$ cat src/rtl/ctrl_conditioner_if.sv
// Control-conditioner bus: raw button/frame/sprite-y inputs in, conditioned
// control word, debounced levels and jump FSM state out.
// There is no valid/ready handshake on this bus: i_btn is a free-running
// asynchronous level, i_frame is a one-cycle strobe that qualifies the frame
// latch, jump sequencing and fall-out check, and every output is a plain
// registered level that is valid on every cycle.
interface ctrl_conditioner_if #(
    parameter int CORDW = 16
);
    logic [5:0]              i_btn;
    logic                    i_frame;
    logic signed [CORDW-1:0] i_spry;
    logic [5:0]              o_ctrl;
    logic [5:0]              o_btn_db;
    logic [1:0]              o_jump_state;

    // Driven by the producer of buttons/frame timing (or a testbench).
    modport master (
        output i_btn, i_frame, i_spry,
        input  o_ctrl, o_btn_db, o_jump_state
    );

    // Used by ctrl_conditioner itself.
    modport slave (
        input  i_btn, i_frame, i_spry,
        output o_ctrl, o_btn_db, o_jump_state
    );
endinterface

$ cat src/rtl/ctrl_conditioner.sv
// Button conditioner ahead of the player sprite block: synchronises and
// debounces the raw buttons, frame-aligns movement with left/right
// arbitration, shapes jump into a one-frame request with cooldown and
// respawn into a one-cycle pulse (button or fall-out triggered).
module ctrl_conditioner #(
    parameter logic [15:0] DEBOUNCE_CYCLES = 16'd50000,
    parameter int          JUMP_COOLDOWN   = 8,
    parameter int          CORDW           = 16,
    parameter int          V_RES           = 600,
    parameter int          FALL_MARGIN     = 64
) (
    input  logic i_clk_pix,
    input  logic i_rst_n,
    ctrl_conditioner_if.slave bus
);

    localparam logic [15:0] DB_LAST = DEBOUNCE_CYCLES - 16'd1;
    localparam int CDW = (JUMP_COOLDOWN < 1) ? 1 : $clog2(JUMP_COOLDOWN + 1);
    localparam logic [CDW-1:0] COOL_LOAD = CDW'(JUMP_COOLDOWN);
    // Threshold held one bit wider than the coordinate so the sum cannot wrap.
    localparam logic signed [CORDW:0] FALL_LIMIT = (CORDW+1)'(V_RES + FALL_MARGIN);

    typedef enum logic [1:0] {
        J_IDLE  = 2'd0,
        J_ARMED = 2'd1,
        J_REQ   = 2'd2,
        J_COOL  = 2'd3
    } jump_state_t;

    logic [5:0]              sync_1;
    logic [5:0]              sync_2;
    logic [5:0]              btn_db;
    logic [5:0]              btn_db_q;
    logic [5:0]              db_rise;
    logic                    last_left;
    logic                    eff_left;
    logic                    eff_right;
    logic [3:0]              move_q;
    jump_state_t             jump_q;
    jump_state_t             jump_d;
    logic [CDW-1:0]          cool_q;
    logic [CDW-1:0]          cool_d;
    logic                    resp_pend;
    logic                    resp_pulse;
    logic                    resp_trig;
    logic                    fall_out;
    logic signed [CORDW:0]   spry_ext;

    // Two-flop synchroniser for the asynchronous button levels.
    always_ff @(posedge i_clk_pix or negedge i_rst_n) begin
        if (!i_rst_n) begin
            sync_1 <= '0;
            sync_2 <= '0;
        end else begin
            sync_1 <= bus.i_btn;
            sync_2 <= sync_1;
        end
    end

    // Per-bit debounce: accept a new level only after it has differed from
    // the accepted level for DEBOUNCE_CYCLES consecutive cycles.
    for (genvar n = 0; n < 6; n++) begin : g_db
        logic [15:0] cnt;

        // Count consecutive disagreeing cycles; toggle the accepted level at the limit.
        always_ff @(posedge i_clk_pix or negedge i_rst_n) begin
            if (!i_rst_n) begin
                cnt       <= '0;
                btn_db[n] <= 1'b0;
            end else if (sync_2[n] == btn_db[n]) begin
                cnt <= '0;
            end else if (cnt == DB_LAST) begin
                cnt       <= '0;
                btn_db[n] <= ~btn_db[n];
            end else begin
                cnt <= cnt + 16'd1;
            end
        end
    end

    // Delayed copy of the debounced levels for rising-edge detection.
    always_ff @(posedge i_clk_pix or negedge i_rst_n) begin
        if (!i_rst_n) begin
            btn_db_q <= '0;
        end else begin
            btn_db_q <= btn_db;
        end
    end

    assign db_rise = btn_db & ~btn_db_q;

    // Remember which horizontal direction was pressed most recently; a
    // simultaneous press of both carries no new information and is ignored.
    always_ff @(posedge i_clk_pix or negedge i_rst_n) begin
        if (!i_rst_n) begin
            last_left <= 1'b0;
        end else if (db_rise[0] && !db_rise[1]) begin
            last_left <= 1'b1;
        end else if (db_rise[1] && !db_rise[0]) begin
            last_left <= 1'b0;
        end
    end

    assign eff_left  = btn_db[0] & (~btn_db[1] | last_left);
    assign eff_right = btn_db[1] & (~btn_db[0] | ~last_left);

    // Movement bits only change at frame start so the sprite sees a stable word per frame.
    always_ff @(posedge i_clk_pix or negedge i_rst_n) begin
        if (!i_rst_n) begin
            move_q <= '0;
        end else if (bus.i_frame) begin
            move_q <= {btn_db[3], btn_db[2], eff_right, eff_left};
        end
    end

    // Jump state register with its cooldown frame counter.
    always_ff @(posedge i_clk_pix or negedge i_rst_n) begin
        if (!i_rst_n) begin
            jump_q <= J_IDLE;
            cool_q <= '0;
        end else begin
            jump_q <= jump_d;
            cool_q <= cool_d;
        end
    end

    // Jump sequencing: arm on a press, request for one whole frame, then cool
    // down for JUMP_COOLDOWN frames. Presses outside IDLE are dropped, and a
    // respawn pulse always returns the sequencer to IDLE.
    always_comb begin
        jump_d = jump_q;
        cool_d = cool_q;
        if (resp_pulse) begin
            jump_d = J_IDLE;
            cool_d = '0;
        end else begin
            case (jump_q)
                J_IDLE: begin
                    if (db_rise[4]) jump_d = J_ARMED;
                end
                J_ARMED: begin
                    if (bus.i_frame) jump_d = J_REQ;
                end
                J_REQ: begin
                    if (bus.i_frame) begin
                        if (JUMP_COOLDOWN == 0) begin
                            jump_d = J_IDLE;
                        end else begin
                            jump_d = J_COOL;
                            cool_d = COOL_LOAD;
                        end
                    end
                end
                J_COOL: begin
                    if (bus.i_frame) begin
                        if (cool_q <= CDW'(1)) begin
                            jump_d = J_IDLE;
                            cool_d = '0;
                        end else begin
                            cool_d = cool_q - CDW'(1);
                        end
                    end
                end
                default: begin
                    jump_d = J_IDLE;
                    cool_d = '0;
                end
            endcase
        end
    end

    // Fall-out: sprite top is below the visible area plus margin. Negative
    // coordinates (spawn point above the screen) must never qualify.
    assign spry_ext  = {bus.i_spry[CORDW-1], bus.i_spry};
    assign fall_out  = (spry_ext > FALL_LIMIT);
    assign resp_trig = db_rise[5] | (bus.i_frame & fall_out);

    // Collect respawn triggers during a frame and release one pulse right after i_frame.
    always_ff @(posedge i_clk_pix or negedge i_rst_n) begin
        if (!i_rst_n) begin
            resp_pend  <= 1'b0;
            resp_pulse <= 1'b0;
        end else if (bus.i_frame) begin
            resp_pulse <= resp_pend | resp_trig;
            resp_pend  <= 1'b0;
        end else begin
            resp_pulse <= 1'b0;
            resp_pend  <= resp_pend | resp_trig;
        end
    end

    assign bus.o_ctrl       = {resp_pulse, (jump_q == J_REQ), move_q};
    assign bus.o_btn_db     = btn_db;
    assign bus.o_jump_state = jump_q;

endmodule
$ cat src/flat_wrapper.sv
// flat-port wrapper written by rule: the top's interface ports become plain ports
module ctrl_conditioner_flat 
#(
    parameter logic [15:0] DEBOUNCE_CYCLES = 16'd50000,
    parameter int          JUMP_COOLDOWN   = 8,
    parameter int          CORDW           = 16,
    parameter int          V_RES           = 600,
    parameter int          FALL_MARGIN     = 64
)
  (i_clk_pix, i_rst_n, bus_i_btn, bus_i_frame, bus_i_spry, bus_o_ctrl, bus_o_btn_db, bus_o_jump_state);
  ctrl_conditioner_if #(.CORDW(CORDW)) bus_i ();
  input  logic i_clk_pix;
  input  logic i_rst_n;
  input wire logic [$bits(bus_i.i_btn)-1:0] bus_i_btn;
  input wire logic [$bits(bus_i.i_frame)-1:0] bus_i_frame;
  input wire logic [$bits(bus_i.i_spry)-1:0] bus_i_spry;
  output wire logic [$bits(bus_i.o_ctrl)-1:0] bus_o_ctrl;
  output wire logic [$bits(bus_i.o_btn_db)-1:0] bus_o_btn_db;
  output wire logic [$bits(bus_i.o_jump_state)-1:0] bus_o_jump_state;
  assign bus_i.i_btn = bus_i_btn;
  assign bus_i.i_frame = bus_i_frame;
  assign bus_i.i_spry = bus_i_spry;
  assign bus_o_ctrl = bus_i.o_ctrl;
  assign bus_o_btn_db = bus_i.o_btn_db;
  assign bus_o_jump_state = bus_i.o_jump_state;
  ctrl_conditioner #(.DEBOUNCE_CYCLES(DEBOUNCE_CYCLES), .JUMP_COOLDOWN(JUMP_COOLDOWN), .CORDW(CORDW), .V_RES(V_RES), .FALL_MARGIN(FALL_MARGIN)) u_core (.i_clk_pix(i_clk_pix), .i_rst_n(i_rst_n), .bus(bus_i));
endmodule
$ cat config.mk
export PLATFORM = sky130hd
export DESIGN_NAME = ctrl_conditioner_flat
export DESIGN_NICKNAME = d
export VERILOG_FILES = /design/src/rtl/ctrl_conditioner_if.sv /design/src/rtl/ctrl_conditioner.sv /design/src/flat_wrapper.sv
export SDC_FILE = /design/constraint.sdc
export NUM_CORES = 1
export LEC_CHECK = 0
export ABC_AREA = 0
export CORE_MARGIN = 3
export CORE_UTILIZATION = 50
export DETAILED_ROUTE_END_ITERATION = 7
export DONT_BUFFER_PORTS = 1
export PLACE_DENSITY = 0.65
export SETUP_SLACK_MARGIN = 0.02
export SLEW_MARGIN = 20
export SYNTH_ARGS = -nofsm -noshare
export SYNTH_HDL_FRONTEND = slang
export SYNTH_SLANG_ARGS = --single-unit
$ cat constraint.sdc
create_clock -name i_clk_pix -period 3.64 [get_ports i_clk_pix]
set_input_delay 0.728 -clock i_clk_pix [delete_from_list [all_inputs] [get_ports i_clk_pix]]
set_output_delay 0.728 -clock i_clk_pix [all_outputs]
set_load 0.01 [all_outputs]
== Word level (Yosys, flattened, before mapping) ==
Cells that the tools add are included.
Storage, ports and cells
  flip-flop bits (word level): 133
  output and inout port bits: 14
  word-level logic and storage cells: 115
Operators by class
  add/subtract/negate cells: 7
  order comparisons: 2
  equal/unequal tests: 20
  mux-type cells: 28
  bitwise operators: 22
  reductions and logical operators: 15
Operator list (count)
  16-bit two-way mux: 12
  16-bit by 1-bit adder with 16-bit output, second input constant: 6
  16-bit equality test, second input constant: 6
  16-bit by 11-bit > comparator with 1-bit output, second input constant: 1
  4-bit two-way mux: 4
  1-bit NOT: 13
  2-bit two-way mux: 6
  2-bit AND reduction: 6
  3-bit by 2-bit != test with 1-bit output, second input constant: 3
  2-bit case mux with 4 select lines: 1
  4-bit case mux with 2 select lines: 1
  6-bit bitwise AND: 1
  1-bit equality test: 6
  3-bit by 1-bit != test with 1-bit output, second input constant: 2
  6-bit NOT: 1
  5-bit AND reduction: 1
  2-bit equality test, second input constant: 2
  4-bit by 1-bit less-or-equal comparator with 1-bit output, second input constant: 1
  1-bit two-way mux: 4
  1-bit OR: 4
  4-bit by 1-bit subtractor with 4-bit output, second input constant: 1
  1-bit bitwise AND: 3
  3-bit AND reduction: 1
  3-bit nonzero test: 1
  5 further kinds: 7

== Longest topological paths before layout ==
Gate-level depths: netlist of the first run.
  depth after elaboration: 6
  mapped depth: 6
  mapped depth without buffers: 6

== Worst setup path after synthesis of the first run ==
No wires, ideal clock.
  path type: reg2reg
  start point: register u_core.g_db[2].cnt[4]
  end point: register u_core.btn_db[2], in the netlist u_core.bus.o_btn_db[2]
  library setup time: 0.125 ns
  arrival time: 1.751 ns
  data required time: 3.515 ns
  setup slack: 1.764 ns
  cell stages (with the launch flop): 4
  buffers on the path: 0
  clock period less this slack: 1.876 ns
  cells stage by stage: dfrtp_1 or4b_1 or4_4 mux2_4
On the way
  cells in the longest elaborated chain, start to end: 2
RTL lines
  start, declared: RTL line ctrl_conditioner.sv:63  | logic [15:0] cnt;
  start signal, assigned: RTL line ctrl_conditioner.sv:76  | cnt <= cnt + 16'd1;
  16-bit equality test: RTL line ctrl_conditioner.sv:72  | end else if (cnt == DB_LAST) begin
  2-bit AND reduction (no source line)
  end signal, assigned by index: RTL line ctrl_conditioner.sv:74  | btn_db[n] <= ~btn_db[n];
  end, declared: RTL line ctrl_conditioner.sv:32  | logic [5:0] btn_db;
Every way passes these cells.
A chain may end at the register's enable or synchronous reset.

== Final worst setup path of the first run ==
  start point: register u_core.jump_q[0], in the netlist u_core.bus.o_jump_state[0]
  end point: output port bus_o_ctrl[4]
On the way
  cells in the longest elaborated chain, start to end: 1
RTL lines
  start, declared: RTL line ctrl_conditioner.sv:39  | jump_state_t jump_q;
  start signal, assigned: RTL line ctrl_conditioner.sv:122  | jump_q <= jump_d;
  2-bit equality test: RTL line ctrl_conditioner.sv:192  | assign bus.o_ctrl = {resp_pulse, (jump_q == J_REQ), move_q};
  end, declared: RTL line flat_wrapper.sv:17  | output wire logic [$bits(bus_i.o_ctrl)-1:0] bus_o_ctrl;
Every way passes these cells.

==> impl_results.md, run 1 <==
- Outcome: completed
- Worst Skew: ~7.7 ps
- Fin nets: 638
- Clock latency at the later pin of the worst-skew pair: 410 ps
- Synth Area in Adders: 0.0265
- Worst R2R Start: u_core.g_db[3].cnt[12]$_DFF_PN0_
- Crit Path Max Fanout: 5
- H-tree Lvls: 4
- Synth-to-layout area growth: 11.6%
- Async set-reset flop share out of synthesis: 1.00
- Slew @ Worst Pin: 863 ps
- Post-Synthesis Cells: 587
- Max_cap viols: 0
- Vias: 4192
- Detailed-route DRC error count: 0
- Global route overflow: 0
- Largest family of logic cells by synthesized area: simple AND/OR/NAND/NOR gates
- Cell Pwr Density: approximately 470 mW/mm^2
- Reg-to-Reg End: u_core.g_db[3].cnt[4]$_DFF_PN0_
- Largest net degree at the start of global routing: 97
- Port buffer count: 0
- Critical Setup Path Class: flip-flop to primary output
- Io pins: 39
- GR Util All Layers: 0.179
- Average cell area after synthesis: 10.5 sq um
- HP Class: input pin to async pin
- Setup TNS: 0 ps
- Total die area: 0.0136 sq mm
- Hold Fails Final Rpt: 0
- Total CTS buffers: 17
- First-pass DRT Iterations: 4
- Initial antenna violation count: 1
- Post-route clock period utilization: 0.560
- RSZ-0062 raised after global routing: no
- Slew headroom: 0.423
- Cell chain of the critical path: inv_1, ha_1
- CP peak stage delay: 460 ps
- Total wire length: 10900 microns
- CTS resizes: 0
- Number of flops mapped to enable cells by yosys: 0
- Die Ht: 117 microns
- Final hold slack: 154 ps
- Setup ws final: 1600 ps
- Post-DR vias/cell: 5.54
- Ratio of cells with drive above 1 in the final layout: 0.0734
- Post-synthesis mux area share: 0.0204
- First-pass GRT wire length: 19200 microns
- Hpwl dp: 7090 microns
- # setup viols final: 0
- Yosys warns: 0
- CTS sink cnt: between 100 and 150
- Detail Route Antenna Nets: 0
- Synth Area in XOR/XNOR: 0.127
- Distinct cells, synth: 50
- Commonest non-fill, non-tap cell in the layout: dfrtp_1
- Initial Util: 0.524
- Post-synthesis compound-gate area fraction: 0.0290
- Critical Path Start: u_core.bus.o_jump_state[0]$_DFFE_PN0P_
- CTS tree: done
- Crit path capture type: primary output
- RePlAce Congestion: 0.789
- DR iter-0 viols: 243
- ANT cells: 0
- CTS root buffer: clkbuf_16
- Most frequent cells in the layout: dfrtp_1 (131), nor2_1 (102), xnor2_1 (69), nor4_1 (35), nand2_1 (32)
- Fmax: a little under 500 MHz
- Clock-pin transition on the worst setup and hold timing paths: 50 ps
- Leak: 2.83 nW
- Post-synthesis sequential area ratio: 0.534
- Row count: 39
- Startpoint types: flip-flop
- Crit path required time: 2910 ps
- Maximum root-to-sink buffer count: 2
- Post-synth net total: between 600 and 700
- Final number of max-transition violations: 0
- Synthesis-stage register bit count: 131
- Core area: 0.0117 sq mm
- Synth Area in Simple Gates: 0.242
- Mapped Area: slightly above 0.006 sq mm
- Vias in the first global route: approximately 4200
- Average wire per standard cell: 14.4 microns
- Main synth FF type: dfrtp_1
- Die width: 117 microns
- Pre-CTS setup slack: 1570 ps
- Crit-path slowest cell: dfrtp_1
- Worst Reg-to-Reg Cells: 4
- Peak supply drop: 407 uV
- R2r setup slk: 1610 ps
- Minimum period implied by the final worst setup slack: 2040 ps
- CP arrival: 1310 ps
state kept, by name, summed over array words and instances (netlist names):
signal	count
u_core.g_db.cnt	96
u_core.bus.o_btn_db	6
u_core.sync_1	6
u_core.sync_2	6
u_core.btn_db_q	4
u_core.cool_q	4
u_core.move_q	4
u_core.bus.o_jump_state	2
u_core.last_left	1
u_core.resp_pend	1
u_core.resp_pulse	1
per-stage QoR:
stage	instance area, sq um	util	total power [mW]	std cells
floorplan	6140	-	1.68	587
global placement	6270	0.536	1.71	722
detailed placement	6270	0.536	1.72	722
CTS	6850	0.585	3.27	756
global route	6850	0.585	3.38	756
finish	6850	0.585	3.23	756
cell type report:
type	count	area [sq um]
multi-input combinational	425	2730
fill	1003	4860
clock buffer	28	507
sequential	131	3280
clock inverter	4	22.5
tap	143	179
inverter	23	86.3
timing repair buffer	2	47.5
timing repair:
action	4_1_cts	5_1_grt
endpoints found under the hold margin	96	0
buffers inserted	0	0
hold buffers	2	0
layer usage:
layer	wire length (microns)	global-route usage	share of wire
met1	5130	0.230	0.47
met2	4990	0.277	0.46
met3	556	0.0571	0.051
met4	204	0.0818	0.019
met5	7	0	0.00064
cells by family (layout without fill, tap and decap cells):
family / count (synthesis) / count (layout)
simple gates: 289 / 289
fa+ha+maj: 13 / 13
buf+inv: 31 / 57
xor+xnor: 89 / 89
mux: 11 / 11
flops: 131 / 131
compound gates: 23 / 23
cells in the mapped netlist (2+ instances only):
master,number,area share
mux2i_1,2,0.0033
nor4bb_1,5,0.0082
nor2_1,102,0.062
ha_1,13,0.027
xnor2_1,69,0.098
or3_1,4,0.0041
and4_1,4,0.0057
nand3_1,25,0.020
inv_1,23,0.014
o21bai_1,2,0.0024
a311oi_1,2,0.0029
nor3_1,23,0.019
nand4_1,29,0.030
nand2b_1,4,0.0041
nor2b_1,4,0.0041
a21oi_1,5,0.0041
xor2_1,20,0.029
nor4_1,35,0.036
dfrtp_1,131,0.53
mux2_2,8,0.015
or2_2,2,0.0020
and3_1,8,0.0082
o21ai_0,3,0.0024
and4b_1,3,0.0049
clkbuf_1,5,0.0031
nand2_1,32,0.020
where the power goes:
group / internal (mW) / leakage, nW / switching (mW)
Clock: 0.938 / 0.258 / 0.564
Combinational: 0.0726 / 0.792 / 0.110
Sequential: 1.50 / 1.78 / 0.0463
Total: 2.51 / 2.83 / 0.720
how the worst max path moves through the flow:
stage,to,slack [ps],cells after the start
3_3_place_gp,u_core.g_db[3].cnt[3]$_DFF_PN0_,1660,3
5_1_grt,u_core.g_db[3].cnt[5]$_DFF_PN0_,1380,4
6_report,bus_o_ctrl[4],1600,2
2_1_floorplan,u_core.bus.o_btn_db[2]$_DFFE_PN0P_,1760,3
3_5_place_dp,u_core.g_db[3].cnt[4]$_DFF_PN0_,1570,4
4_1_cts,bus_o_ctrl[4],1580,2
worst max-delay path: cells and delay by family, from the launching register on:
kind	cells	cell delay (ps)
buffers and inverters	1	120
flip-flops	1	460
adder cells (fa/ha/maj)	1	320
Note: power is estimated with default switching activity, not from simulation.
==> run 2: changes to the inputs <==
==> constraint.sdc (replaced) <==
create_clock -name i_clk_pix -period 1.96 [get_ports i_clk_pix]
set_input_delay 0.392 -clock i_clk_pix [delete_from_list [all_inputs] [get_ports i_clk_pix]]
set_output_delay 0.392 -clock i_clk_pix [all_outputs]
set_load 0.01 [all_outputs]
==> run 2 against run 1 <==
The run now ends with hold timing left. Critical path depth rose by 1. Sequential power is 86% higher. Global-route usage barely moved. Worst setup slack worse by 1500 ps. Non-clock buffer count grew 19. Largest cell class unchanged.
==> impl_results.md, run 2 (synthesis gave the netlist of run 1 again) <==
- Hold Fails Final Rpt: 131 (was 0)
- R2r setup slk: 50 ps (was 1610 ps)
- Initial antenna violation count: 0 (was 1)
- Reg with most FFs: u_core.g_db.cnt (unchanged)
- Sw frac: 0.201 (was 0.223)
- Slew @ Worst Pin: 487 ps (was 863 ps)
- Total CTS buffers: 17 (unchanged)
- Total wire length: 11200 microns (was 10900 microns)
- Synth-to-layout area growth: 16.4% (was 11.6%)
- Vias in the first global route: 4235 (was 4214)
- CTS tree: done (unchanged)
- Outcome: finished with violations (was completed)
- Logic pwr share: 0.046 (was 0.057)
- GR Util All Layers: 0.179 (about the same)
- Cell Pwr Density: 948 mW/mm^2 (was 471 mW/mm^2)
- Worst Skew: 19.3 ps (was 7.69 ps)
- FILL cells: 959 (was 1003)
- Sequential Power Share: 0.423 (was 0.478)
- RSZ-0062 raised after global routing: no (unchanged)
- Hold-fix buffers at CTS: 6 (was 2)
- Port buffer count: 0 (unchanged)
- Placed standard-cell area: 0.00637 sq mm (was 0.00627 sq mm)
- Global routing's busiest layer: met2 (unchanged)
- Startpoint types: flip-flop (unchanged)
- Crit path capture type: flip-flop (was primary output)
- DR iter-0 viols: 285 (was 243)
- Commonest non-fill, non-tap cell in the layout: dfrtp_1 (unchanged)
- Die Ht: 117 microns (unchanged)
- Switching pwr: 1.37 mW (was 0.720 mW)
- Met1 usage: 0.230 (about the same)
- Buf+Inv Stages, Crit Path: 0 (was 1)
- Sequential cell area: 0.00328 sq mm (unchanged)
- First-pass GRT wire length: 19400 microns (was 19200 microns)
- ANT cells: 0 (unchanged)
- Crit Path Max Fanout: 4 (was 5)
- Post-route insts no fill: 775 (was 756)
- Fin area: 0.00714 sq mm (was 0.00685 sq mm)
- Clk pwr share: 0.531 (was 0.465)
- Post-DR vias/cell: 5.54 (about the same)
- Failing checks: hold timing
- Critical Setup Path Class: flip-flop to flip-flop (was flip-flop to primary output)
- Leak: 2.99 nW (was 2.83 nW)
- Met3 usage: 0.0576 (was 0.0571)
- Area occupied by multi-input gates: 0.00275 sq mm (was 0.00273 sq mm)
- Met2 usage: 0.283 (was 0.277)
- Fin nets: 657 (was 638)
- Total die area: 0.0136 sq mm (unchanged)
- H-tree Lvls: 4 (unchanged)
- Io pins: 39 (unchanged)
- Final number of max-transition violations: 0 (unchanged)
- Crit path required time: 2260 ps (was 2910 ps)
- Clock latency at the later pin of the worst-skew pair: 420 ps (was 410 ps)
- Crit-path slowest cell: or4_4 (was dfrtp_1)
- RePlAce Congestion: 0.807 (was 0.789)
- Cell chain of the critical path: or4b_4, or4_4, mux2_4 (was inv_1, ha_1)
- Initial Util: 0.524 (unchanged)
- Hpwl dp: 7300 microns (was 7090 microns)
- Detail Route Antenna Nets: 0 (unchanged)
- HP Class: input pin to async pin (unchanged)
- Detailed-route DRC error count: 0 (unchanged)
- Setup TNS: 0 ps (unchanged)
- Die width: 117 microns (unchanged)
- Peak supply drop: 811 uV (was 407 uV)
- Slew headroom: 0.674 (was 0.423)
- Vias: 4297 (was 4192)
- Minimum period implied by the final worst setup slack: around 1900 ps
- Fmax: between 500 and 600 MHz
- Max_cap viols: 0 (unchanged)
- CTS root buffer: clkbuf_16 (unchanged)
- Ratio of cells with drive above 1 in the final layout: 0.104 (was 0.0734)
- Core area: 0.0117 sq mm (unchanged)
- CP peak stage delay: 530 ps (was 460 ps)
- Placed insts: 735 (was 722)
- Clock-pin transition on the worst setup and hold timing paths: 50 ps (about the same)
- CTS sink cnt: 131 (unchanged)
- Average wire per standard cell: 14.5 microns (was 14.4 microns)
- Crit-path leading delay family: simple AND/OR/NAND/NOR gates (was flip-flops)
- Largest net degree at the start of global routing: 132 (was 97)
- Post-route clock period utilization: 0.972
- # setup viols final: 0 (unchanged)
- Most frequent cells in the layout: dfrtp_1 (131), nor2_1 (102), xnor2_1 (69), nor4_1 (35), nand2_1 (32) (unchanged)
- Final hold slack: -328 ps (was 154 ps)
- Maximum root-to-sink buffer count: 2 (unchanged)
- Max reg flops: 96 (unchanged)
- Row count: 39 (unchanged)
- First-pass DRT Iterations: 4 (unchanged)
- CP arrival: 2210 ps (was 1310 ps)
- Global route overflow: 0 (unchanged)
- Pint: 5.41 mW (was 2.51 mW)
run 2: cell types whose count changed in the layout (fill, tap and decap cells not counted), sizes merged:
cell / before / now
clkbuf: 28 / 23
bufinv: 0 / 6
clkinvlp: 1 / 0
buf: 2 / 15
dlygate4sd3: 0 / 6
run 2: area by class of cell:
class / instances / share of cell area
flip-flops and latches: 131 / 0.459
multi-input cells: 425 / 0.385
clock buffers: 23 / 0.0669
clock inverters: 9 / 0.0278
well taps: 143 / 0.0250
repair buffers: 21 / 0.0242
inverters: 23 / 0.0121
run 2: worst paths after layout:
path	start	to	cells after the start
max in group asynchronous	i_rst_n	u_core.g_db[1].cnt[2]$_DFF_PN0_	0
setup / recovery	u_core.g_db[2].cnt[13]$_DFF_PN0_	u_core.bus.o_btn_db[2]$_DFFE_PN0P_	3
hold reg to reg	u_core.sync_1[0]$_DFF_PN0_	u_core.sync_2[0]$_DFF_PN0_	0
min in group i_clk_pix	bus_i_frame	u_core.resp_pulse$_DFF_PN0_	1
hold / removal	i_rst_n	u_core.g_db[3].cnt[9]$_DFF_PN0_	0
setup reg to reg	u_core.g_db[2].cnt[13]$_DFF_PN0_	u_core.bus.o_btn_db[2]$_DFFE_PN0P_	3
run 2: repair_timing:
| item | CTS | global route |
|---|---|---|
| setup buffers | 0 | 2 |
| resized for setup | 1 | 5 |
| endpoints found under the hold margin | 137 | 131 |
| pin swaps | 0 | 1 |
| endpoints found under the setup margin | 1 | 1 |
run 2: worst register-to-register path, delay by kind of cell (launching register included):
family	cells	cell delay, ps
flip-flops	1	420
multiplexers	1	310
AND/OR/NAND/NOR	2	1050
run 2: routing by layer:
metal	part of all wire	vias to the layer above
met5	0	-
met2	0.48	84
li1	-	2115
met1	0.46	2089
met4	0.010	0
met3	0.046	9
run 2: power by group through the flow:
stage / combinational [mW] / clock [mW] / sequential (mW)
3_3_place_gp: 0.276 / 0 / 2.91
6_report: 0.313 / 3.59 / 2.87
3_5_place_dp: 0.285 / 0 / 2.91
5_1_grt: 0.363 / 3.81 / 2.88
2_1_floorplan: 0.240 / 0 / 2.89
4_1_cts: 0.310 / 3.66 / 2.87
run 2: stage by stage:
stage | worst slack (ps) | power, mW | util
2_1_floorplan | 84.2 | 3.13 | -
3_3_place_gp | 96.6 | 3.18 | 0.544
3_5_place_dp | 20.1 | 3.20 | 0.544
4_1_cts | 48.9 | 6.84 | 0.607
5_1_grt | 26.6 | 7.05 | 0.610
6_report | 54.3 | 6.78 | 0.610
==> run 3: changes to the inputs <==
==> constraint.sdc (replaced) <==
create_clock -name i_clk_pix -period 1.96 [get_ports i_clk_pix]
set_input_delay 0.588 -clock i_clk_pix [delete_from_list [all_inputs] [get_ports i_clk_pix]]
set_output_delay 0.588 -clock i_clk_pix [all_outputs]
set_load 0.01 [all_outputs]
==> run 3 against run 2 <==
The flow still finishes with violations (hold timing). Critical path depth unchanged. Design area is 2.7% lower. Clock skew shrank 14 ps. Die area unchanged. First-iteration DRC count fell by 40%. Maximum frequency up 0.72%. Final cell count is 1.0% lower. Sequential power hardly changed. Core utilization is 1.6 points lower. Routed wire length decreased by 2.1%. Critical path type unchanged. Critical endpoint unchanged. Largest cell class unchanged. Highest routed layer unchanged.
==> impl_results.md, run 3 (synthesis gave the netlist of run 1 again) <==
- Outcome: finished with violations (unchanged)
- Failing checks: hold timing (unchanged)
- Worst Skew: 4.98 ps (was 19.3 ps)
- Fmax: 529 MHz (was 525 MHz)
- First-pass DRT Iterations: 4 (unchanged)
- Ratio of cells with drive above 1 in the final layout: 0.0962 (was 0.104)
- Max reg flops: 96 (unchanged)
- Crit Path Max Fanout: 3 (was 4)
- Die width: 117 microns (unchanged)
- Total die area: 0.0136 sq mm (unchanged)
- Total CTS buffers: 17 (unchanged)
- Synth-to-layout area growth: 13.3% (was 16.4%)
- Sw frac: 0.208 (was 0.201)
- H-tree Lvls: 4 (unchanged)
- Final number of max-transition violations: 0 (unchanged)
- Vias: 4260 (was 4297)
- Most frequent cells in the layout: dfrtp_1 (130), nor2_1 (102), xnor2_1 (69), nor4_1 (35), nand2_1 (32) (was dfrtp_1 (131), nor2_1 (102), xnor2_1 (69), nor4_1 (35), nand2_1 (32))
- Logic pwr share: 0.048 (was 0.046)
- Maximum root-to-sink buffer count: 2 (unchanged)
- Crit path capture type: flip-flop (unchanged)
- # setup viols final: 0 (unchanged)
- Sequential Power Share: 0.466 (was 0.423)
- Initial Util: 0.524 (unchanged)
- HP Class: input pin to async pin (unchanged)
- Reg with most FFs: u_core.g_db.cnt (unchanged)
- Vias in the first global route: 4194 (was 4235)
- Clock-pin transition on the worst setup and hold timing paths: 50 ps (about the same)
- Slew @ Worst Pin: 467 ps (was 487 ps)
- Commonest non-fill, non-tap cell in the layout: dfrtp_1 (unchanged)
- Post-DR vias/cell: 5.55 (was 5.54)
- Core area: 0.0117 sq mm (unchanged)
- GR Util All Layers: 0.174 (was 0.179)
- Total wire length: 11000 microns (was 11200 microns)
- Clk pwr share: 0.487 (was 0.531)
- Hold Fails Final Rpt: 131 (unchanged)
- Startpoint types: flip-flop (unchanged)
- ANT cells: 0 (unchanged)
- RePlAce Congestion: 0.781 (was 0.807)
- Detailed-route DRC error count: 0 (unchanged)
- CTS tree: done (unchanged)
- Port buffer count: 0 (unchanged)
- Leak: 2.90 nW (was 2.99 nW)
- CTS sink cnt: 131 (unchanged)
- Crit path required time: 2250 ps (was 2260 ps)
- DR iter-0 viols: 170 (was 285)
- Global route overflow: 0 (unchanged)
- Minimum period implied by the final worst setup slack: 1890 ps (was 1910 ps)
- Tot Pwr: 6.16 mW (was 6.78 mW)
- Peak supply drop: 593 uV (was 811 uV)
- Pint: 4.88 mW (was 5.41 mW)
- Die Ht: 117 microns (unchanged)
- Average wire per standard cell: 14.3 microns (was 14.5 microns)
- CP arrival: 2180 ps (was 2210 ps)
- Post-route clock period utilization: 0.965 (was 0.972)
- Max_cap viols: 0 (unchanged)
- RSZ-0062 raised after global routing: yes (was no)
- Fin nets: 650 (was 657)
- Largest net degree at the start of global routing: 132 (unchanged)
- Setup TNS: 0 ps (unchanged)
- Initial antenna violation count: 0 (unchanged)
- Critical Setup Path Class: flip-flop to flip-flop (unchanged)
- Hpwl dp: 7450 microns (was 7300 microns)
- Final hold slack: -123 ps (was -328 ps)
- Io pins: 39 (unchanged)
- Row count: 39 (unchanged)
- Switching pwr: 1.28 mW (was 1.37 mW)
- Cell Pwr Density: 886 mW/mm^2 (was 948 mW/mm^2)
- Slew headroom: 0.688 (was 0.674)
- Detail Route Antenna Nets: 0 (unchanged)
- CTS root buffer: clkbuf_16 (unchanged)
- Clock latency at the later pin of the worst-skew pair: 410 ps (was 420 ps)
- R2r setup slk: 70 ps (was 50 ps)
- First-pass GRT wire length: 18800 microns (was 19400 microns)
==> run 3: cell count changes in the layout (fill, tap and decap cells not counted), moves of 2 or more <==
cell	previous run	this run
bufinv_16	6	2
clkbuf_1	3	6
dlygate4sd3_1	6	0
inv_1	21	23
inv_2	2	0
==> run 3: power groups by stage <==
stage | Clock, mW | Combinational, mW | Sequential, mW
after floorplan | 0 | 0.240 | 2.89
after global placement | 0 | 0.275 | 2.91
after detailed placement | 0 | 0.286 | 2.91
after CTS | 3.07 | 0.288 | 2.86
after global routing | 3.21 | 0.334 | 2.88
final | 3.00 | 0.293 | 2.87
==> run 3: worst paths after layout <==
| path | endpoint | from | cells past startpoint |
|---|---|---|---|
| worst max-delay path | u_core.bus.o_btn_db[2]$_DFFE_PN0P_ | u_core.g_db[2].cnt[4]$_DFF_PN0_ | 3 |
| worst max register to register | u_core.bus.o_btn_db[2]$_DFFE_PN0P_ | u_core.g_db[2].cnt[4]$_DFF_PN0_ | 3 |
| min in group i_clk_pix | u_core.sync_1[0]$_DFF_PN0_ | bus_i_btn[0] | 0 |
| worst min register to register | u_core.sync_2[3]$_DFF_PN0_ | u_core.sync_1[3]$_DFF_PN0_ | 0 |
| max in group asynchronous | u_core.bus.o_jump_state[0]$_DFFE_PN0P_ | i_rst_n | 0 |
| worst min-delay path | u_core.g_db[3].cnt[12]$_DFF_PN0_ | i_rst_n | 0 |
==> run 3: final cells by class <==
| type | instances | area (sq um) |
|---|---|---|
| clock buffer | 26 | 489 |
| clock inverter | 5 | 75.1 |
| fill | 965 | 4760 |
| inverter | 23 | 86.3 |
| multi-input combinational | 425 | 2740 |
| sequential | 131 | 3280 |
| tap | 143 | 179 |
| timing repair buffer | 14 | 105 |
==> run 3: per-layer routing <==
metal,up-vias,share of wire,wire length (microns),track usage
li1,2098,-,-,-
met1,2063,0.46,5070,0.219
met2,86,0.47,5190,0.275
met3,13,0.050,551,0.0627
met4,0,0.016,179,0.0688
met5,-,0,0,0
==> run 3: critical path, stage by stage, from the launching register on <==
cell     delay [ps]
dfrtp_1         370
or4b_1          530
or4_4           570
mux2_4          310
==> run 3: what timing repair did <==
action	4_1_cts	5_1_grt
setup endpoints to repair	0	2
setup buffers	0	0
hold endpoints to repair	131	131
resized for setup	0	3
==> run 3: metrics by stage <==
step	instances	setup WS, ps	hold WS, ps	area (sq um)	utilization
after floorplan	587	84.2	292	6140	-
after global placement	736	100	297	6380	0.545
final	767	68.0	-123	6950	0.594
after global routing	767	8.96	-152	6950	0.594
after detailed placement	736	71.5	297	6380	0.545
after CTS	767	40.4	-146	6940	0.593
==> RTL change 1 (settings of run 3) <==
`FALL_MARGIN` is set to 64 in 2 places; all go to 48.
--- a/src/rtl/ctrl_conditioner.sv
+++ b/src/rtl/ctrl_conditioner.sv
@@ -7,7 +7,7 @@
     parameter int          JUMP_COOLDOWN   = 8,
     parameter int          CORDW           = 16,
     parameter int          V_RES           = 600,
-    parameter int          FALL_MARGIN     = 64
+    parameter int          FALL_MARGIN     = 48
 ) (
     input  logic i_clk_pix,
     input  logic i_rst_n,
--- a/src/flat_wrapper.sv
+++ b/src/flat_wrapper.sv
@@ -5,7 +5,7 @@
     parameter int          JUMP_COOLDOWN   = 8,
     parameter int          CORDW           = 16,
     parameter int          V_RES           = 600,
-    parameter int          FALL_MARGIN     = 64
+    parameter int          FALL_MARGIN     = 48
 )
   (i_clk_pix, i_rst_n, bus_i_btn, bus_i_frame, bus_i_spry, bus_o_ctrl, bus_o_btn_db, bus_o_jump_state);
   ctrl_conditioner_if #(.CORDW(CORDW)) bus_i ();
Function: changed (a bounded check fails within 4 cycles, from zero or initial values and one cycle with i_rst_n low).
==> RTL change 1 against run 3 <==
  * The flow still finishes with violations (negative hold slack)
  * Via count barely moved
  * Power increased by 4.8%
  * Final area is essentially flat
  * Synthesized area is 0.37% lower
  * Non-clock buffer count fell by 7
  * Sequential cell count stayed put
  * Worst setup slack improved by 81 ps
  * Final cell count stayed put
  * Count of clock-buffer cells in the layout decreased by 5
  * Clock skew grew 1.6 ps
  * Critical path depth fell by 1
  * Wire length is 2.4% lower
  * Sequential share of layout area hardly changed
  * Largest power group unchanged
==> RTL change 1: results (changes against run 3) <==
[outcome]
status=finished, violations left
violations=negative hold slack

[yosys]
yosys-top-cells-area=dfrtp_1 54%, xnor2_1 9.6%, nor2_1 6.4%
ys_top_cells_by_count=131 x dfrtp_1, 105 x nor2_1, 67 x xnor2_1

[detailed_routing]
wl_per_cell_um=13.98  ; -2.4%
m1WireLength_mm=4.975  ; -1.8%
met2_wirelength_mm=5.081  ; -2.0%
detail_route.first_pass.iterations=5  ; +1

[global_route]
track_usage_pct=17.28  ; -0.12 points
grt_pass1_vias=4139  ; -1.3%
grtUsageMet3_pct=6.218  ; -0.055 points
grt_pass1_wl_mm=18.49  ; -1.7%

[cells_and_area]
nMultiInputCombCells=430  ; +1.2%
drive_above_1_share_pct=8.974  ; -0.64 points
inv_count=24  ; +4.3%
nClkBuffers=21  ; -19%
multi_input_area_mm2=0.002715  ; -0.82%
clock_area_share_pct=9.061  ; +0.94 points
n_fill_cell=978  ; +1.3%

[worst_setup_path]
cp_max_fo=5  ; +2
r2r_cells=4  ; +1
arrival_ps=1220  ; -960 ps

[power]
p_per_area_mw_per_mm2=928.8  ; +4.9%
swShare_pct=21.77  ; +0.96 points
finalPower_w=0.006451  ; +4.8%
p_leak_nw=2.875  ; -0.82%
pg_clk_w=0.00330  ; +10%
vdd_ir_drop_max_mv=0.7247  ; +22%

[placement]
dpl.hpwl_mm=7.093  ; -4.8%
gp_congestion=0.8100  ; +3.8%

[sta]
holdWs_ps=-134.0  ; -11.27 ps
finClkSkew_ps=6.573  ; +1.596 ps
hold_viol=131  ; unchanged
worst_slew_pin_slew_ps=496.5  ; +29.23 ps

## RTL change 1: how the worst max path moves through the flow
stage                                      startpoint                                     end  slack [ps]  cells after the start
5_1_grt                  u_core.cool_q[0]$_DFFE_PN0P_  u_core.bus.o_jump_state[1]$_DFFE_PN0P_          40                      6
3_5_place_dp          u_core.g_db[3].cnt[6]$_DFF_PN0_        u_core.g_db[3].cnt[15]$_DFF_PN0_         160                      4
6_report       u_core.bus.o_jump_state[0]$_DFFE_PN0P_                           bus_o_ctrl[4]         150                      2
3_3_place_gp             u_core.cool_q[0]$_DFFE_PN0P_  u_core.bus.o_jump_state[1]$_DFFE_PN0P_         250                      6
4_1_cts        u_core.bus.o_jump_state[0]$_DFFE_PN0P_                           bus_o_ctrl[4]          50                      2
2_1_floorplan         u_core.g_db[3].cnt[0]$_DFF_PN0_        u_core.g_db[3].cnt[10]$_DFF_PN0_         270                      6
## RTL change 1: worst max-delay path: stages, from the launching register on
cell and delay [ps]:
dfrtp_2 460, inv_1 100, ha_2 250
==> RTL change 2 (flow settings as in run 3) <==
Without the edit above. Make the reset (`i_rst_n`) synchronous in 7 clocked blocks. Comments in the files are not updated.
--- a/src/rtl/ctrl_conditioner.sv
+++ b/src/rtl/ctrl_conditioner.sv
@@ -47,7 +47,7 @@
     logic signed [CORDW:0]   spry_ext;
 
     // Two-flop synchroniser for the asynchronous button levels.
-    always_ff @(posedge i_clk_pix or negedge i_rst_n) begin
+    always_ff @(posedge i_clk_pix) begin
         if (!i_rst_n) begin
             sync_1 <= '0;
             sync_2 <= '0;
@@ -63,7 +63,7 @@
         logic [15:0] cnt;
 
         // Count consecutive disagreeing cycles; toggle the accepted level at the limit.
-        always_ff @(posedge i_clk_pix or negedge i_rst_n) begin
+        always_ff @(posedge i_clk_pix) begin
             if (!i_rst_n) begin
                 cnt       <= '0;
                 btn_db[n] <= 1'b0;
@@ -79,7 +79,7 @@
     end
 
     // Delayed copy of the debounced levels for rising-edge detection.
-    always_ff @(posedge i_clk_pix or negedge i_rst_n) begin
+    always_ff @(posedge i_clk_pix) begin
         if (!i_rst_n) begin
             btn_db_q <= '0;
         end else begin
@@ -91,7 +91,7 @@
 
     // Remember which horizontal direction was pressed most recently; a
     // simultaneous press of both carries no new information and is ignored.
-    always_ff @(posedge i_clk_pix or negedge i_rst_n) begin
+    always_ff @(posedge i_clk_pix) begin
         if (!i_rst_n) begin
             last_left <= 1'b0;
         end else if (db_rise[0] && !db_rise[1]) begin
@@ -105,7 +105,7 @@
     assign eff_right = btn_db[1] & (~btn_db[0] | ~last_left);
 
     // Movement bits only change at frame start so the sprite sees a stable word per frame.
-    always_ff @(posedge i_clk_pix or negedge i_rst_n) begin
+    always_ff @(posedge i_clk_pix) begin
         if (!i_rst_n) begin
             move_q <= '0;
         end else if (bus.i_frame) begin
@@ -114,7 +114,7 @@
     end
 
     // Jump state register with its cooldown frame counter.
-    always_ff @(posedge i_clk_pix or negedge i_rst_n) begin
+    always_ff @(posedge i_clk_pix) begin
         if (!i_rst_n) begin
             jump_q <= J_IDLE;
             cool_q <= '0;
@@ -176,7 +176,7 @@
     assign resp_trig = db_rise[5] | (bus.i_frame & fall_out);
 
     // Collect respawn triggers during a frame and release one pulse right after i_frame.
-    always_ff @(posedge i_clk_pix or negedge i_rst_n) begin
+    always_ff @(posedge i_clk_pix) begin
         if (!i_rst_n) begin
             resp_pend  <= 1'b0;
             resp_pulse <= 1'b0;
Formal check against the unedited RTL: differs if i_rst_n is asserted again (counterexample within 4 cycles, from zero or initial values and one cycle with i_rst_n low); with i_rst_n held inactive, the same outputs for 10 cycles.
==> RTL change 2 against run 3 <==
  * Maximum frequency increased by 1.9%
  * Sequential share of layout area is 6.3 points lower
  * Synthesized area is 8.2% lower
  * Final area is 7.6% lower
  * Sequential cell count did not move
  * Wire length fell by 7.8%
  * Worst hold slack better by 380 ps
  * Worst setup slack better by 35 ps
  * Via count decreased by 3.3%
  * First-iteration DRC count grew 25%
  * Register-to-register slack improved by 40 ps
Power is not compared: it rests on default switching activity, and its combinational part moved more than twofold at a synthesized area within 25%.
==> RTL change 2: results (changes against run 3) <==
[outcome]
status=finished clean

[yosys]
synth_cell_type_count=47  ; -6.0%
ys_top_cells_by_count=131 x dfxtp_1, 108 x nor2_1, 57 x xnor2_1
synth-async-reset-ratio_pct=0  ; -100 points
synth_area_per_cell_um2=9.144  ; -13%
yosys-top-cells-area=dfxtp_1 47%, xnor2_1 8.9%, nor2_1 7.2%
syn_nets=654  ; +4.6%

[global_route]
grt_pass1_wl_mm=17.40  ; -7.5%
grt_max_degree=40  ; -70%
gr-usage-met1_pct=21.55  ; -0.37 points
use_met2_pct=26.30  ; -1.2 points
grt_pass1_vias=3902  ; -7.0%

[placement]
gp_congestion=0.8151  ; +4.4%
place_ws_ps=115.4  ; +43.89 ps
place_inst=749  ; +1.8%
place_area_mm2=0.005786  ; -9.3%
dpl.hpwl_mm=6.940  ; -6.9%

[detailed_routing]
top_layer=met4
drtIter0Drc=212  ; +25%
met3_length_um=366  ; -34%
routed_wl_mm=10.13  ; -7.8%
m1WireLength_mm=4.935  ; -2.6%
met2_wirelength_mm=4.592  ; -11%

[worst_setup_path]
arrival_ps=1270  ; -910 ps
worstReg2RegStart=u_core.g_db[1].cnt[13]$_SDFF_PP0_
cp_max_fo=5  ; +2
setup.worst_path.start=u_core.bus.o_jump_state[0]$_SDFFE_PP0P_
ff2ff_setup_slack_ps=110  ; +40 ps

[cells_and_area]
nNetsFinal=666  ; +2.5%
layout.cells.non_filler=781  ; +1.8%
n_fill_cell=959  ; -0.62%

[hold_path]
min_path_type=in2reg

[sta]
holdWs_ps=257.7  ; +380.4 ps
layout_min_cycle_time_ps=1857  ; -35.01 ps
finClkSkew_ps=7.921  ; +2.944 ps
slew_headroom_pct=65.57  ; -3.2 points

[clock_network]
cts_buffers=17  ; unchanged

RTL change 2: changes by cell type after synthesis, sizes merged, moves of 13 or more:
cell / run 3 / this run
and2: 0 / 17
dfrtp: 131 / 0
dfxtp: 0 / 131
nand3: 25 / 41
nor4: 35 / 21
xor2: 20 / 33
RTL change 2: logic make-up after synthesis:
| group | Yosys count | share of synthesized area [%] |
|---|---|---|
| xor gates and xnor gates | 90 | 13.99 |
| buffers and inverters | 38 | 2.932 |
| adders and majority gates | 13 | 2.888 |
| and+or+nand+nor | 312 | 29.12 |
| DFF | 131 | 46.56 |
| muxes | 10 | 1.777 |
| AOI/OAI and AO/OA | 22 | 2.732 |
RTL change 2: cell type report:
| class | count | area share, % |
|---|---|---|
| Multi-Input combinational cell | 447 | 44.29 |
| Sequential cell | 131 | 40.83 |
| Clock buffer | 23 | 7.596 |
| Tap cell | 140 | 2.727 |
| Clock inverter | 9 | 2.337 |
| Inverter | 24 | 1.402 |
| Timing Repair Buffer | 7 | 0.8181 |
RTL change 2: worst max-delay path, stage by stage, from the launching register on:
cell,delay (ps)
dfxtp_1,450
inv_1,110
ha_1,300
RTL change 2: power by group through the flow:
stage / logic (W) / clock network [W] / registers (W)
after floorplan: 0.0000563 / 0 / 0.00274
after global placement: 0.0000538 / 0 / 0.00275
after detailed placement: 0.0000550 / 0 / 0.00275
after CTS: 0.0000554 / 0.00342 / 0.00269
after global routing: 0.0000625 / 0.00353 / 0.00269
final: 0.0000545 / 0.00334 / 0.00269
RTL change 2: worst paths after layout:
path,cells after the start,end
max,2,bus_o_ctrl[4]
min reg2reg,1,u_core.sync_2[3]$_SDFF_PN0_
min,1,u_core.resp_pend$_SDFF_PP0_
max reg2reg,4,u_core.g_db[1].cnt[4]$_SDFF_PP0_
